`src/rtl/bcd_pkg.sv`:
```
// Shared constants and state encoding for the binary-to-BCD converter.
package bcd_pkg;

    localparam int MAX_BCD_VALUE = 9999;
    localparam int NUM_DIGITS    = 4;
    localparam int BCD_W         = 4;
    localparam int BCD_REG_W     = NUM_DIGITS * BCD_W;

    typedef enum logic [1:0] {
        ST_IDLE  = 2'd0,
        ST_SHIFT = 2'd1,
        ST_DONE  = 2'd2
    } state_t;

endpackage : bcd_pkg

```
`src/rtl/bcd_digit_adjust.sv`:
```
// Double-dabble nibble correction: add 3 to a BCD digit that is 5 or more,
// so the following left shift carries correctly into the next decade.
module bcd_digit_adjust
    import bcd_pkg::*;
(
    input  logic [BCD_W-1:0] i_digit,
    output logic [BCD_W-1:0] o_digit
);

    // Conditional +3 correction
    always_comb begin
        o_digit = i_digit;
        if (i_digit >= 4'd5) begin
            o_digit = i_digit + 4'd3;
        end
    end

endmodule : bcd_digit_adjust

```
`src/rtl/bin_to_bcd_converter.sv`:
```
// Iterative double-dabble converter: one shift per clock, four BCD digits,
// results registered and held between conversions, saturating at 9999.
module bin_to_bcd_converter
    import bcd_pkg::*;
#(
    parameter int BIN_WIDTH = 14
) (
    input  logic                 CLK,
    input  logic                 RST_N,
    input  logic [BIN_WIDTH-1:0] BIN,
    input  logic                 START,
    output logic [BCD_W-1:0]     D0,
    output logic [BCD_W-1:0]     D1,
    output logic [BCD_W-1:0]     D2,
    output logic [BCD_W-1:0]     D3,
    output logic                 OVF,
    output logic                 BUSY,
    output logic                 DONE
);

    localparam int SR_W  = BCD_REG_W + BIN_WIDTH;
    localparam int CNT_W = 5;

    // Clamp value in operand width; only reachable when BIN_WIDTH >= 14
    localparam logic [BIN_WIDTH-1:0] CLAMP_VAL = BIN_WIDTH'(MAX_BCD_VALUE);
    localparam logic [16:0]          MAX_EXT   = 17'(MAX_BCD_VALUE);

    state_t                 r_state;
    state_t                 w_next_state;
    logic [SR_W-1:0]        r_sr;
    logic [CNT_W-1:0]       r_cnt;
    logic                   r_ovf_pend;
    logic [BCD_REG_W-1:0]   r_bcd;
    logic                   r_ovf;
    logic                   r_done;

    logic [16:0]            w_bin_ext;
    logic                   w_ovf;
    logic [BIN_WIDTH-1:0]   w_operand;
    logic [BCD_REG_W-1:0]   w_adj_bcd;
    logic [SR_W-1:0]        w_adj_sr;
    logic [SR_W-1:0]        w_sr_next;
    logic                   w_busy;

    // Input clamp: compare in a width wide enough for any legal BIN_WIDTH
    always_comb begin
        w_bin_ext = 17'(BIN);
        w_ovf     = (w_bin_ext > MAX_EXT);
        w_operand = w_ovf ? CLAMP_VAL : BIN;
    end

    // One correction cell per BCD digit of the shift register
    for (genvar g = 0; g < NUM_DIGITS; g++) begin : g_adj
        bcd_digit_adjust u_adj (
            .i_digit (r_sr[BIN_WIDTH + g*BCD_W +: BCD_W]),
            .o_digit (w_adj_bcd[g*BCD_W +: BCD_W])
        );
    end

    // Adjust-then-shift step of the whole {BCD, binary} register
    always_comb begin
        w_adj_sr  = {w_adj_bcd, r_sr[BIN_WIDTH-1:0]};
        w_sr_next = {w_adj_sr[SR_W-2:0], 1'b0};
    end

    // State register
    always_ff @(posedge CLK or negedge RST_N) begin
        if (!RST_N) begin
            r_state <= ST_IDLE;
        end else begin
            r_state <= w_next_state;
        end
    end

    // Next-state logic
    always_comb begin
        w_next_state = r_state;
        case (r_state)
            ST_IDLE:  if (START) w_next_state = ST_SHIFT;
            ST_SHIFT: if (r_cnt == CNT_W'(1)) w_next_state = ST_DONE;
            ST_DONE:  w_next_state = ST_IDLE;
            default:  w_next_state = ST_IDLE;
        endcase
    end

    // FSM outputs
    always_comb begin
        w_busy = (r_state != ST_IDLE);
    end

    // Datapath: load on accepted START, shift while converting, publish on DONE
    always_ff @(posedge CLK or negedge RST_N) begin
        if (!RST_N) begin
            r_sr       <= '0;
            r_cnt      <= '0;
            r_ovf_pend <= 1'b0;
            r_bcd      <= '0;
            r_ovf      <= 1'b0;
            r_done     <= 1'b0;
        end else begin
            r_done <= 1'b0;
            case (r_state)
                ST_IDLE: begin
                    if (START) begin
                        r_sr       <= {{BCD_REG_W{1'b0}}, w_operand};
                        r_cnt      <= CNT_W'(BIN_WIDTH);
                        r_ovf_pend <= w_ovf;
                    end
                end
                ST_SHIFT: begin
                    r_sr  <= w_sr_next;
                    r_cnt <= r_cnt - CNT_W'(1);
                end
                ST_DONE: begin
                    r_bcd  <= r_sr[SR_W-1 -: BCD_REG_W];
                    r_ovf  <= r_ovf_pend;
                    r_done <= 1'b1;
                end
                default: ;
            endcase
        end
    end

    assign D0   = r_bcd[0*BCD_W +: BCD_W];
    assign D1   = r_bcd[1*BCD_W +: BCD_W];
    assign D2   = r_bcd[2*BCD_W +: BCD_W];
    assign D3   = r_bcd[3*BCD_W +: BCD_W];
    assign OVF  = r_ovf;
    assign BUSY = w_busy;
    assign DONE = r_done;

endmodule : bin_to_bcd_converter

```
`config.mk`:
```
export PLATFORM = sky130hd
export DESIGN_NAME = bin_to_bcd_converter
export DESIGN_NICKNAME = d
export VERILOG_FILES = /design/src/rtl/bcd_pkg.sv /design/src/rtl/bcd_digit_adjust.sv /design/src/rtl/bin_to_bcd_converter.sv
export SDC_FILE = /design/constraint.sdc
export NUM_CORES = 1
export LEC_CHECK = 0
export CELL_PAD_IN_SITES_DETAIL_PLACEMENT = 0
export CELL_PAD_IN_SITES_GLOBAL_PLACEMENT = 1
export CORE_UTILIZATION = 46
export DETAILED_ROUTE_END_ITERATION = 16
export MAX_ROUTING_LAYER = met4
export PLACE_DENSITY_LB_ADDON = 0.1
export SLEW_MARGIN = 20
export SYNTH_ARGS = -nofsm -noshare
export SYNTH_HDL_FRONTEND = slang
export SYNTH_SLANG_ARGS = --single-unit
```
`constraint.sdc`:
```
create_clock -name CLK -period 4.3 [get_ports CLK]
set_input_delay 0.86 -clock CLK [delete_from_list [all_inputs] [get_ports CLK]]
set_output_delay 0.86 -clock CLK [all_outputs]
set_load 0.02 [all_outputs]
```
Word-level counts from Yosys, hierarchy flattened
Cells that the tools add are included.
Storage, ports and cells
  register bits after elaboration: 56
  logic and storage cells: 41
  input bits: 17
  memories: 0
  output and inout bits: 19
  bits in writable memories: 0
  bits in read-only memories: 0
  latch bits: 0
Operators by class
  $mul: 0
  bitwise operators: 0
  reduce and logical (&&, ||, !) cells: 6
  shift-type cells: 0
  order comparisons: 5
  $add $sub $neg: 5
  divide/modulo/power cells: 0
  mux-type cells: 13
  equal/unequal tests: 5
Operators by type and width (count)
  $pmux W30 S2: 1
  $mux W30: 1
  $ge A4 B3 Y1 const B: 4
  $gt A14 B14 Y1 const B: 1
  $mux W14: 1
  $add A4 B2 Y4 const B: 3
  $mux W4: 3
  $pmux W5 S2: 1
  $reduce_and A2 Y1: 3
  $eq A5 B1 Y1 const B: 1
  $mux W5: 1
  $sub A5 B1 Y5 const B: 1
  $mux W2: 2
  $ne A2 B2 Y1 const B: 2
  $pmux W2 S2: 1
  $reduce_bool A2 Y1: 2
  $add A3 B2 Y3 const B: 1
  $mux W3: 1
  $eq A2 B1 Y1 const B: 1
  $eq A2 B2 Y1 const B: 1
  $logic_not A2 Y1: 1
  $mux W1: 1

Logic depth before layout (Yosys ltp)
Gate-level depths: netlist of the first run.
  depth in word-level cells: 4
  depth in mapped cells: 5
  gate-level depth less buffers: 5

Modules after synthesis
Synthesis of the first run repeated with hierarchy kept, for this count alone.
Unflattened totals
  cell total of the unflattened synthesis: 274
  area total of the unflattened synthesis: 2752.6 µm²
Modules (own cells, without submodules)
  bin_to_bcd_converter: seq. area each 1401.3 µm², cells each 210, instances 1, area an instance 2347.3 µm²
  bcd_digit_adjust: seq. area each 0.0 µm², cells each 16, instances 4, area an instance 101.3 µm²

Worst setup path before layout of the first run
Ideal clock, no wire load.
  path type: input to register
  start point: input port BIN[6]
  end point: register r_sr[1]
  buffers on the path: 0
  data arrival time: 1.877 ns
  slack: 2.304 ns
  required time: 4.181 ns
  cell stages on the path: 3
  cell sequence: or4_4 -> a211o_1 -> o21a_1
Between the ends
  longest elaborated chain between the ends: 4
Ends and longest elaborated chain
  start, declared: RTL line bin_to_bcd_converter.sv:10  | input logic [BIN_WIDTH-1:0] BIN,
  $gt A14 B14 Y1: RTL line bin_to_bcd_converter.sv:48  | w_ovf = (w_bin_ext > MAX_EXT);
  $mux W14: RTL line bin_to_bcd_converter.sv:49  | w_operand = w_ovf ? CLAMP_VAL : BIN;
  $mux W30: RTL line bin_to_bcd_converter.sv:104  | if (START) begin
  $pmux W30 S2: RTL line bin_to_bcd_converter.sv:102  | case (r_state)
  end signal, assigned: RTL line bin_to_bcd_converter.sv:105  | r_sr <= {{BCD_REG_W{1'b0}}, w_operand};
  end signal, assigned: RTL line bin_to_bcd_converter.sv:111  | r_sr <= w_sr_next;
  end, declared: RTL line bin_to_bcd_converter.sv:30  | logic [SR_W-1:0] r_sr;
No other way between the ends. The select of a mux whose other input is x is not followed.
A chain may end at the register's enable or synchronous reset.

Final worst setup path of the first run
  start point: register r_state[1]
  end point: output port BUSY
Between the ends
  longest elaborated chain between the ends: 1
Ends and longest elaborated chain
  start, declared: RTL line bin_to_bcd_converter.sv:28  | state_t r_state;
  start signal, assigned: RTL line bin_to_bcd_converter.sv:71  | r_state <= w_next_state;
  $reduce_bool A2 Y1: RTL line bin_to_bcd_converter.sv:88  | w_busy = (r_state != ST_IDLE);
  end, declared: RTL line bin_to_bcd_converter.sv:17  | output logic BUSY,
No other way between the ends.

==> results list, run 1 <==
- The critical path starts at r_state[1].
- The first TritonRoute pass finished after 4 iterations.
- Clock latency on the worst-skew pair, taken at its later pin, is 310 ps.
- CTS sink cnt: 56
* Sort of element at the start of the critical path: flop
- Critical-path top delay cell: sky130_fd_sc_hd__clkdlybuf4s50_1
- Worst ir drop on vdd: 0.000248 V
* Number of max-cap violations: 0
* Total routing usage reported by global routing: 19.0%
- Overall overflow remaining after global route: 0
* Worst Path Arrival: 1660 ps
- The number of antenna diodes in the final layout is 0.
- The min-delay analysis places its worst path in the category in2async.
- Clock tree from TritonCTS: built
* Largest stage delay on the critical path: 550 ps
- The detailed router finished its first iteration with 94 violations.
- Critical path depth in cells: 2
* Clock H-tree levels: 2
- Synthesis-to-layout area growth: 18.1%
- The synthesized netlist occupies a cell area of 2660 um^2.
- After detailed routing, the number of remaining DRC violations is 0.
- Critical path cell sequence: or2_2 > clkdlybuf4s50_1
* Kind of end point of the critical path: primary output
- Timing would allow up to 0.397 GHz.
- Final weighted congestion of routability-driven global placement: 0.757
* Setup repair after global routing missed its margin: no
- Largest net degree at the start of global routing: 36
- The die is 78.0 um tall.
- Minimum clock period after layout: 2520 ps
* Required time reported for the critical path endpoint: 3440 ps
- Sequential cells were found to cover 52.7% of the synthesized design area.
- Worst slack on hold paths: 484 ps
- Summed over all failing endpoints, the final setup total negative slack is 0 ps.
- Of the post-synthesis cell area, the dominant cell type holds 52.7%.
- Cell Area, Placed: 3050 um^2
* Antenna-violating nets left: 0
- For this configuration, the core starts out at a cell density of 48.0%.
- Peak fanout along the critical path: 10
- Top cell type by total area after synthesis: sky130_fd_sc_hd__dfrtp_1
* Hold buffer count at cts: 0
- The first global-routing pass estimated 8800 um of wire.
- Final number of hold-violating endpoints: 0
- Core ar.: 5540 um^2
* Layout Cells excl Fill: 353
- Crit share post-route: 58.6%
- Total wirelength of the detailed-routed design: 4990 um
- Number of antenna violations at the first check in global routing: 0
- The floorplan step set the die width to 78.0 um.
- Placed Cells: 345
- Via total after detailed routing: 1935
- The worst setup path is of the reg2out kind.
- The number of global-route vias before repair is 1859.
- Power per unit of standard cell area: 657 nW/um^2
- Counting along the longest clock path gives a buffer depth of 2.
- Synthesis-stage register bit count: 56
* Number of buffer and inverter instances along the worst setup path: 1
- Relative slew margins: 34.6%
- Die area: 6090 um^2
- The post-route netlist has 7.83% of its cells at a drive strength greater than 1.
- Dividing the detail-routed wire length by the instance count gives 14.1 um.
* Clock slew at the register clock pins of the worst setup and hold paths: 100 ps
* Slew Limit Fails: 0
* R2R depth: 3
* Dominant cells by area after synthesis: sky130_fd_sc_hd__dfrtp_1 53%, sky130_fd_sc_hd__o21ai_0 5.8%, sky130_fd_sc_hd__ha_1 4.7%
- After routing the design area is 3140 um^2.
- Syn_nets: 276
- Count of mapped cells out of synthesis: 249
* Final Power: 2.06 mW
- Final setup fails: 0
- Avg Synthesized Cell Area: 10.7 um^2
- Leak pwr: 1.36 nW
* Syn. warnings: 0
- Family with the most delay on the worst path: buffers and inverters
* Port bufs: 35
- The number of gates resized after CTS was 0.
- For this design the top-level I/O count stands at 36.
- Result of the run: completed
- Once detailed placement completed, the half-perimeter wirelength came to 3410 um.
- Root Buffer Master: sky130_fd_sc_hd__clkbuf_8
- Clock skew on the completed layout was measured at 5.34 ps.
* Least-Margin Pin Slew: 979 ps
- Post-layout nets: 307
- Average via count per standard cell: 5.48
- FP Rows: 27
* Inserted Clock Buffers: 5
* Worst reg2reg path startpoint: r_state[1]
- In this run the post-CTS setup repair buffer count came out at 0.
* Post-synth cell types: 43
-- cell type report --
class                   count  area, um^2
clock inverters             2        10.0
multi-input cells         161        1120
well taps                  72        90.1
inverters                  19        71.3
clock buffers               6        82.6
repair buffers             37         360
flip-flops and latches     56        1400
fillers                   509        2400
-- stage by stage --
stage / setup slack, ps / utilization, %
after floorplan: 2300 / -
after global placement: 1660 / 55.0
after detailed placement: 1630 / 55.0
after CTS: 1780 / 56.6
after global routing: 1710 / 56.7
final: 1780 / 56.7
-- where the power goes --
group	switching, mW	internal (mW)
registers	0.142	0.730
clock network	0.167	0.129
logic	0.486	0.408
total	0.796	1.27
-- routing by layer --
layer / vias to the layer above / track usage, % / part of all wire, %
li1: 971 / - / -
met1: 908 / 25.7 / 51
met2: 51 / 29.3 / 44
met3: 5 / 3.49 / 3.7
met4: 0 / 6.11 / 1.3
met5: - / - / 0
-- state kept, by name, indices dropped and copies added, names as in the netlist --
signal and cells:
OVF 1, r_sr 30, r_bcd 16, r_cnt 5, r_ovf_pend 1, r_state 2, DONE 1
-- synthesized netlist by cell type, drive strengths merged --
library cell / instances
o2111ai: 8
clkbuf: 6
o21ba: 1
o221ai: 4
nand2b: 2
a22o: 4
o21a: 9
a211o: 1
a32o: 4
xnor2: 3
inv: 19
and2: 1
a21o: 4
a22oi: 1
o32ai: 3
o21bai: 1
buf: 7
o22a: 3
a221o: 2
nor2b: 6
or2: 1
mux2i: 2
a31oi: 2
nor3: 5
ha: 10
o21ai: 31
mux2: 1
nand3: 2
nand2: 30
or4: 1
or3b: 1
dfrtp: 56
and4: 1
a211oi: 3
nor4b: 1
o31ai: 5
o311ai: 4
nor2: 1
nor3b: 3
-- cells in the final DEF (no fill, tap or decap), drive strengths merged, types with 5 or more instances in the layout --
cell type / instances
ha: 10
dfrtp: 56
o21a: 9
o21ai: 31
nand2: 30
clkbuf: 6
nor3: 5
o2111ai: 8
inv: 19
nor2b: 6
o31ai: 5
clkdlybuf4s50: 34
-- final timing paths --
path | endpoint | slack [ps]
worst min-delay path | r_bcd[14] | 480
min in group CLK | r_bcd[12] | 480
worst max register to register | r_sr[8] | 2550
worst min register to register | r_bcd[12] | 480
max in group asynchronous | r_cnt[2] | 3000
worst max-delay path | BUSY | 1780
-- cells by family (layout without fill, tap and decap cells) --
family                     after synthesis  after routing  share of synthesized area, %
AOI/OAI and AO/OA                       90             90                          24.5
xor gates and xnor gates                 3              3                         0.988
adders and majority gates               10             10                          4.70
buffers and inverters                   32             64                          5.22
DFF                                     56             56                          52.7
muxes                                    3              3                          1.18
and+or+nand+nor                         55             55                          10.8
(Power assumes the default switching activity.)
==> inputs of run 2 (changes only) <==
--- a/config.mk
+++ b/config.mk
@@ -7,7 +7,7 @@
 export LEC_CHECK = 0
 export CELL_PAD_IN_SITES_DETAIL_PLACEMENT = 0
 export CELL_PAD_IN_SITES_GLOBAL_PLACEMENT = 1
-export CORE_UTILIZATION = 46
+export CORE_UTILIZATION = 39
 export DETAILED_ROUTE_END_ITERATION = 16
 export MAX_ROUTING_LAYER = met4
 export PLACE_DENSITY_LB_ADDON = 0.1
==> constraint.sdc (replaced) <==
create_clock -name CLK -period 2.05 [get_ports CLK]
set_input_delay 0.41 -clock CLK [delete_from_list [all_inputs] [get_ports CLK]]
set_output_delay 0.41 -clock CLK [all_outputs]
set_load 0.02 [all_outputs]
==> run 2 against run 1 <==
Effect of this change: sequential cell count stayed put; hold slack lost 400 ps; clock skew grew 7.1 ps; die area grew 17%; clock power grew to 2.6 times the previous value; non-clock buffer count increased by 13; combinational power up 120%; sequential share of layout area fell by 1.8 points; count of clock-buffer cells in the layout is the same; setup slack worse by 1700 ps; routed wire length rose by 7.3%; critical path depth did not move; critical path type unchanged.
==> results list, run 2 (synthesis gave the netlist of run 1 again) <==
- Number of top-level pins: 36 (unchanged)
- The final net count is 320 (+4.2%).
* Clock tree from TritonCTS: built
* Relative slew margins: 71.3% (+37 points)
* Slew Limit Fails: 0 (unchanged)
- The total of endpoints with negative setup slack in the final report was 0 (unchanged).
- Largest net degree at the start of global routing: 35 (-2.8%)
* Final worst-path setup slack: 88.0 ps (-1690 ps)
- The number of buffers added by the clock tree synthesis step was 5 (unchanged).
* Worst Clk Skew: 12.5 ps (+7.13 ps)
* Port bufs: 35 (unchanged)
- Crit share post-route: 95.7%
- Count of cells resized by post-cts repair: 0 (unchanged)
- The clock transition at the register clock pins on the worst setup and hold paths after CTS was 110 ps (about the same).
- Die area: 7150 um^2 (+17%)
- The worst setup path is launched from a flop.
- Overall overflow remaining after global route: 0 (unchanged)
* Worst Path Arrival: 1550 ps (-110 ps)
* Drt initial violations: 88 (-6.4%)
- The setup slack on the worst flop-to-flop path came to 460 ps (-2090 ps).
* Clock tree buffer depth: 2 (unchanged)
- Int Pwr: 2.86 mW (+130%)
- The vertical extent of the die is 84.6 um (+8.4%).
- The first-pass detailed-route iteration total came to 6 (+2).
- Final HPWL from detailed placement: 3860 um (+13%)
- The part of the power in combinational logic was 43.7% (+0.4 points).
- Minimum clock period after layout: 1960 ps
- The flip-flop count of the largest register after layout is 30 (unchanged).
- Timing would allow up to 0.510 GHz.
- Fraction of layout cells with a size suffix above 1: 11.6% (+3.7 points)
* Final weighted congestion of routability-driven global placement: 0.758 (about the same)
* Critical path class: reg2out
* R2R depth: 5 (+2)
- Pre-CTS setup slack: 5.78 ps (-1620 ps)
- The number of global-route vias before repair came to 1993 (+7.2%).
- The global-route wire length before repair came to 9430 um (+7.2%).
- In the final layout, the registers with the most flip-flops are r_sr x30, r_bcd x16, r_cnt x5.
- Setup repair after global routing missed its margin: no
- The number of endpoints with negative hold slack in the final report was 0 (unchanged).
- FP Rows: 29 (+7.4%)
- Result of the run: completed
* Kind of path behind the tightest hold check: in2async
- Register ranked first by flip-flop count: r_sr
- Clock H-tree levels: 2 (unchanged)
- Final routed wire length divided by cell count: 14.4 um (+2.1%)
- Clock insertion delay at the later pin of the skew report: 310 ps (about the same)
* FF-to-FF End: r_sr[4]
- Clock network fraction of design power: 16.7% (+2.3 points)
- The via total after detailed routing was 1993 (+3.0%).
- Kind of end point of the critical path: primary output
- Power per unit of standard cell area: 1400 nW/um^2 (+110%)
- Sequential Power Share: 39.6% (-2.7 points)
- The setup total negative slack was 0 ps (unchanged).
- The net switching power figure is 1.72 mW (+120%).
- Clock tree synthesis selected as its root buffer the cell sky130_fd_sc_hd__clkbuf_8.
- The initial cell density of the core is 41.2% (-6.8 points).
- The die span in x was 84.6 um (+8.4%).
- The slew at the pin closest to its max-slew limit came to 430 ps (-549 ps).
* Hold buffer count at cts: 0 (unchanged)
- Number of antenna violations at the first check in global routing: 0 (unchanged)
- Core ar.: 6460 um^2 (+17%)
- Proportion of total power due to net switching: 37.5% (-1.0 points)
- In the layout the commonest cells are 56 x sky130_fd_sc_hd__dfrtp_1, 34 x sky130_fd_sc_hd__clkdlybuf4s50_1, 31 x sky130_fd_sc_hd__o21ai_0.
* Number of max-cap violations: 0 (unchanged)
- The worst voltage drop across the vdd grid came to 0.000449 V (+81%).
- Most common cell after layout, fill and taps aside: sky130_fd_sc_hd__dfrtp_1
- CTS sink cnt: 56 (unchanged)
* DRC violations left: 0 (unchanged)
- The total wirelength of the detailed-routed design came to 5350 um (+7.3%).
- Worst reg2reg path startpoint: r_state[0]
- Total routing usage reported by global routing: 17.0% (-2.0 points)
* Number of diodes: 0 (unchanged)
- Synthesis-to-layout area growth: 23.0%
- The biggest fanout along the worst timing path came to 2 (-8).
* Required time reported for the critical path endpoint: 1640 ps (-1800 ps)
- The leakage component of the power came to 1.43 nW (+5.3%).
- Antenna-violating nets left: 0 (unchanged)
* Setup fix buffers added after clock tree synthesis: 0 (unchanged)
- Average via count per standard cell: 5.37 (-2.0%)
## run 2: changes by cell type in the layout (fill, tap and decap cells not counted)
cell / change
sky130_fd_sc_hd__nand2b_2: -1
sky130_fd_sc_hd__nand2b_1: +1
sky130_fd_sc_hd__clkinv_2: -2
sky130_fd_sc_hd__clkinv_4: +1
sky130_fd_sc_hd__buf_4: +13
sky130_fd_sc_hd__bufinv_16: +1
## run 2: final cells by class
| class | instances | area (um^2) |
|---|---|---|
| clock buffer | 6 | 82.6 |
| inverter | 19 | 71.3 |
| timing repair buffer | 50 | 458 |
| fill | 612 | 3190 |
| sequential | 56 | 1400 |
| tap | 77 | 96.3 |
| multi-input combinational | 161 | 1120 |
| clock inverter | 2 | 38.8 |
## run 2: power by group through the flow
stage               Clock, mW  Sequential (mW)  Combinational (mW)
floorplan                   0             1.90                1.28
global placement            0             1.83                1.99
detailed placement          0             1.84                2.02
CTS                     0.790             1.81                2.02
global route            0.839             1.88                2.27
finish                  0.764             1.81                2.00
## run 2: through the flow
step / total power [mW] / instance area [um^2] / util [%] / std cells / hold slack [ps]
after global placement: 3.82 / 3150 / 48.8 / 363 / 414
after detailed placement: 3.85 / 3150 / 48.8 / 363 / 429
after floorplan: 3.18 / 2660 / - / 249 / 114
after CTS: 4.62 / 3270 / 50.6 / 371 / 86.7
final: 4.58 / 3270 / 50.6 / 371 / 79.9
after global routing: 4.98 / 3270 / 50.6 / 371 / 90.2
## run 2: metal layers
| layer | up-vias | track usage (%) | routed length, um |
|---|---|---|---|
| met5 | - | - | 0 |
| met4 | 0 | 4.62 | 63 |
| met3 | 5 | 3.24 | 174 |
| met2 | 46 | 26.1 | 2400 |
| met1 | 949 | 23.2 | 2720 |
| li1 | 993 | - | - |
## run 2: critical path, stage by stage, from the launching register on
cell and delay, ps:
sky130_fd_sc_hd__dfrtp_1 390, sky130_fd_sc_hd__or2_2 310, sky130_fd_sc_hd__clkdlybuf4s50_1 540
## run 2: worst max-delay path by stage
stage / startpoint / to / slack (ps) / cells after the start
5_1_grt: r_state[0] / BUSY / 50 / 2
3_3_place_gp: BIN[6] / r_sr[2] / 10 / 4
6_report: r_state[0] / BUSY / 90 / 2
3_5_place_dp: BIN[6] / r_sr[1] / 6 / 4
4_1_cts: r_state[0] / BUSY / 60 / 2
2_1_floorplan: BIN[6] / r_sr[1] / 500 / 3
==> inputs of run 3 (changes only) <==
--- a/config.mk
+++ b/config.mk
@@ -5,13 +5,14 @@
 export SDC_FILE = /design/constraint.sdc
 export NUM_CORES = 1
 export LEC_CHECK = 0
+export CAP_MARGIN = 40
 export CELL_PAD_IN_SITES_DETAIL_PLACEMENT = 0
 export CELL_PAD_IN_SITES_GLOBAL_PLACEMENT = 1
 export CORE_UTILIZATION = 39
 export DETAILED_ROUTE_END_ITERATION = 16
 export MAX_ROUTING_LAYER = met4
 export PLACE_DENSITY_LB_ADDON = 0.1
-export SLEW_MARGIN = 20
+export SLEW_MARGIN = 5
 export SYNTH_ARGS = -nofsm -noshare
 export SYNTH_HDL_FRONTEND = slang
 export SYNTH_SLANG_ARGS = --single-unit
==> results of run 3 <==
No change in the layout: final DEF, timing and power equal those of run 2.
